[src/rtl/mux_scan_pkg.sv]
// Shared types and sizing for the 4:1 mux scan sequencer.
package mux_scan_pkg;
    typedef enum logic [1:0] {IDLE, SCAN, DONE} scan_state_t;
    localparam int NCH     = 4;
    localparam int SEL_W   = 2;
    localparam int DWELL_W = 4;
endpackage

[src/rtl/mux_scan_ctrl_dwell_counter.sv]
// Dwell timer: counts 0..DWELL-1 while enabled; tc flags the last cycle of a dwell.
module dwell_counter
    import mux_scan_pkg::*;
#(
    parameter int DWELL = 2
) (
    input  logic clk,
    input  logic rst,
    input  logic clr,
    input  logic en,
    output logic tc
);
    localparam logic [DWELL_W-1:0] LAST = DWELL_W'(DWELL - 1);

    logic [DWELL_W-1:0] count;

    assign tc = (count == LAST);

    always_ff @(posedge clk or posedge rst) begin
        if (rst) begin
            count <= '0;
        end else if (clr) begin
            count <= '0;
        end else if (en) begin
            count <= tc ? '0 : count + 1'b1;
        end
    end
endmodule

[src/rtl/mux_scan_ctrl.sv]
// Steps the mux select through all channels, samples each after its dwell and
// hands the assembled vector out over valid/ready, once or continuously.
module mux_scan_ctrl
    import mux_scan_pkg::*;
#(
    parameter int DWELL = 2
) (
    input  logic             clk,
    input  logic             rst,
    input  logic             start,
    input  logic             mode,
    output logic [SEL_W-1:0] s,
    input  logic             y,
    output logic [NCH-1:0]   sample,
    output logic             valid,
    input  logic             ready,
    output logic             busy
);
    scan_state_t        state, state_n;
    logic               mode_q;
    logic [NCH-2:0]     shadow;
    logic               tc;
    logic               accept, step, finish, handshake;

    dwell_counter #(.DWELL(DWELL)) u_dwell (
        .clk (clk),
        .rst (rst),
        .clr (accept | handshake),
        .en  (state == SCAN),
        .tc  (tc)
    );

    always_ff @(posedge clk or posedge rst) begin
        if (rst) state <= IDLE;
        else     state <= state_n;
    end

    always_comb begin
        state_n   = state;
        accept    = 1'b0;
        step      = 1'b0;
        finish    = 1'b0;
        handshake = 1'b0;
        case (state)
            IDLE: begin
                if (start) begin
                    accept  = 1'b1;
                    state_n = SCAN;
                end
            end
            SCAN: begin
                if (tc) begin
                    step = 1'b1;
                    if (s == SEL_W'(NCH - 1)) begin
                        finish  = 1'b1;
                        state_n = DONE;
                    end
                end
            end
            DONE: begin
                if (valid && ready) begin
                    handshake = 1'b1;
                    state_n   = mode_q ? SCAN : IDLE;
                end
            end
            default: state_n = IDLE;
        endcase
    end

    // The last channel bypasses the shadow and lands directly in sample.
    always_ff @(posedge clk or posedge rst) begin
        if (rst) begin
            s      <= '0;
            shadow <= '0;
            sample <= '0;
            valid  <= 1'b0;
            busy   <= 1'b0;
            mode_q <= 1'b0;
        end else begin
            busy <= (state_n != IDLE);
            if (accept) begin
                mode_q <= mode;
                s      <= '0;
            end
            if (step) begin
                for (int k = 0; k < NCH - 1; k++) begin
                    if (s == SEL_W'(k)) shadow[k] <= y;
                end
                s <= s + 1'b1;
            end
            if (finish) begin
                sample <= {y, shadow};
                valid  <= 1'b1;
            end
            if (handshake) begin
                valid <= 1'b0;
                s     <= '0;
            end
        end
    end
endmodule
[config.mk]
export PLATFORM = sky130hd
export DESIGN_NAME = mux_scan_ctrl
export DESIGN_NICKNAME = d
export VERILOG_FILES = /design/src/rtl/mux_scan_pkg.sv /design/src/rtl/mux_scan_ctrl_dwell_counter.sv /design/src/rtl/mux_scan_ctrl.sv
export SDC_FILE = /design/constraint.sdc
export NUM_CORES = 1
export LEC_CHECK = 0
export ABC_CLOCK_PERIOD_IN_PS = 1580
export CORE_MARGIN = 2
export CORE_UTILIZATION = 32
export DETAILED_ROUTE_END_ITERATION = 8
export GPL_ROUTABILITY_DRIVEN = 0
export SETUP_SLACK_MARGIN = 0.05
export SLEW_MARGIN = 5
export SYNTH_ARGS = -nofsm -noshare
export SYNTH_HDL_FRONTEND = slang
export SYNTH_SLANG_ARGS = --single-unit
[constraint.sdc]
create_clock -name clk -period 1.58 [get_ports clk]
set_input_delay 0.316 -clock clk [delete_from_list [all_inputs] [get_ports clk]]
set_output_delay 0.316 -clock clk [all_outputs]
set_load 0.05 [all_outputs]
==> out/results.tsv <==
metric	value	unit
adder-cell share of the synthesized area	0.0815	
Chip Height	57.6	um
num ports	14	
final slew viol count	0	
RSZ-0062 raised after global routing	true	
TNS Setup	0	ns
final wirelength	1740	um
HPWL after DPL	1210	um
CTS root buffer	clkbuf_4	
slowest CP cell	dfrtp_1	
IO Port Bufs	13	
ANT cells	0	
Synth Cell Area	921	sq um
final setup fails	0	
Synth top cells by count	dfrtp_1 (18), ha_1 (6), inv_1 (6)	
TritonRoute pass-1 iters	3	
final hold viol count	0	
clk sinks	18	
EDFF count, synth	0	
total CTS buffers	3	
VDD IR-drop max	952	uV
critical path's top delay family	flip-flops	
Tot Pwr	2.57	mW
Final ANT Viol Nets	0	
Hold WS	0.331	ns
Buf/Inv on CP	2	
#FFs+latches synth	18	
largest net degree at the start of global routing	19	
core box area	2730	sq um
die area	3320	sq um
Synth Net Count	88	
count of unique library cells instantiated by Yosys	31	
count leader, synth	dfrtp_1	
Hold Crit Class	in2async	
FMAX	653	MHz
run status	finished clean	
Avg Synthesized Cell Area	12.1	sq um
first-pass GRT wire length	2890	um
main combinational cell family by area after synthesis	simple AND/OR/NAND/NOR gates	
vias in the first global route	659	
crit path DAT	1.72	ns
worst skew pair latency	0.29	ns
Layout fillers	254	
relative slew slack	0.798	
Metal-1 WL	881	um
Synth top area share	0.489	
initial antenna violation count	0	
Total GRT Usage	0.114	
Setup Skew	0.00834	ns
YS warnings	0	
Iter 0 DRT Violations	18	
Leakage	0.574	nW
Vias	642	
DR top layer	met4	
share of cells above drive strength 1	0.350	
Yosys top cell by area	dfrtp_1	
Tmin final	1.53	ns
Mapped Cells	76	
sequential-to-total area share from yosys stat	0.489	
clock slew at reported path FFs	0.10	ns
Max FO, Critical Path	4	
Worst Setup End Kind	register	
Synth async-reset ratio	1.00	
Die W	57.6	um
clk buf depth	2	
worst-path cell chain	ha_4 -> nor3b_4 -> buf_4 -> clkbuf_16 -> and2_4 -> mux2_2	
Synth Area in Simple Gates	0.155	
period utilization	0.969	
Hold-fix buffers, CTS	0	
average wire per standard cell	13.3	um
total grt overflow	0	
Layout Cells excl Fill	131	
Power Dens Cells	2050	nW/um^2
row cnt	19	
Max-Cap Viols	0	
CP Data Required Time	1.77	ns
top cells by area, synth	dfrtp_1 (49%), ha_1 (8.2%), mux2_4 (6.5%), mux2_2 (6.1%), inv_1 (2.4%)	
# DRC	0	
routed wl met3	52	um
xor-xnor portion of the synthesized cell area	0.0285	
Area Growth Syn to Fin	35.6	%
metal2 WL	786	um
H-tree depth	1	
Top FF cell, synth	dfrtp_1	
startpoint type of the worst setup path	register	
Initial Util	0.337	
Crit Path Category	reg2reg	
nets@finish	114	
vias per cell	4.90	
CP peak stage delay	0.42	ns
worst slew pin tran	0.303	ns
post-synthesis mux area share	0.126	
TritonCTS clock tree	done	
placed cells	125	
complex-gate fraction of the synthesized area	0.0815	
==> per-layer routing <==
metal,up-vias,track usage
li1,318,-
met1,312,0.154
met2,10,0.175
met3,2,0.0134
met4,0,0.0698
met5,-,0
==> flip-flops by register name, summed over array words and instances, names as in the netlist <==
| signal | count |
|---|---|
| u_dwell.count | 4 |
| valid | 1 |
| sample | 4 |
| shadow | 3 |
| mode_q | 1 |
| state | 2 |
| busy | 1 |
| s | 2 |
==> logic make-up (layout without fill, tap and decap cells) <==
family                     after synthesis  count (layout)
adders and majority gates                6               6
AOI/OAI and AO/OA                       11              11
buffers and inverters                    8              32
DFF                                     18              18
and+or+nand+nor                         21              21
xor gates and xnor gates                 3               3
muxes                                    9               9
==> through the flow <==
stage / setup slack, ns / instance area (sq um) / util
after floorplan: 0.0536 / 921 / -
after global placement: 0.0247 / 1170 / 0.429
after detailed placement: 0.0241 / 1170 / 0.429
after CTS: 0.0775 / 1190 / 0.437
after global routing: -0.0132 / 1250 / 0.457
final: 0.0486 / 1250 / 0.457
==> final timing paths <==
kind | startpoint | end | slack, ns | cells past startpoint
setup / recovery | u_dwell.count[0] | s[0] | 0.05 | 6
hold / removal | rst | busy | 0.33 | 3
setup reg to reg | u_dwell.count[0] | s[0] | 0.05 | 6
hold reg to reg | shadow[2] | sample[2] | 0.52 | 1
max in group asynchronous | rst | shadow[2] | 1.05 | 3
min in group clk | shadow[2] | sample[2] | 0.52 | 1
==> report_power, final <==
part           total (mW)  internal, mW  switching [mW]
clock               0.224        0.0886           0.136
combinational        1.45         0.759           0.693
sequential          0.889         0.669           0.220
total                2.57          1.52            1.05
==> final cells by class <==
type / count / area, sq um / share of cell area
clock buffer: 3 / 22.5 / 0.0180
inverter: 6 / 22.5 / 0.0180
multi-input combinational: 50 / 449 / 0.360
sequential: 18 / 450 / 0.361
tap: 31 / 38.8 / 0.0311
timing repair buffer: 23 / 265 / 0.212
==> worst min-delay path, stage by stage <==
cell and delay, ns:
clkdlybuf4s50_1 0.39, inv_1 0.05, buf_4 0.24
==> timing repair <==
| item | 4_1_cts | 5_1_grt |
|---|---|---|
| buffers inserted | 0 | 2 |
| setup endpoints to repair | 0 | 5 |
| gates resized for setup | 0 | 4 |
| endpoints found under the hold margin | 0 | 0 |
==> layout by cell type, fill, tap and decap left out, types with 2 or more instances in the layout <==
| cell type | count |
|---|---|
| dfrtp_1 | 18 |
| buf_4 | 12 |
| mux2_2 | 5 |
| inv_1 | 5 |
| ha_1 | 5 |
| clkdlybuf4s50_1 | 5 |
| buf_12 | 5 |
| mux2_4 | 4 |
| nand3_1 | 4 |
| nand2_1 | 3 |
| clkbuf_4 | 3 |
| nor3_1 | 2 |
| nand2b_1 | 2 |
| xor2_1 | 2 |
| o22ai_1 | 2 |
| o21ai_0 | 2 |
| nor2_1 | 2 |
No activity file was read; power rests on OpenSTA's default activity.
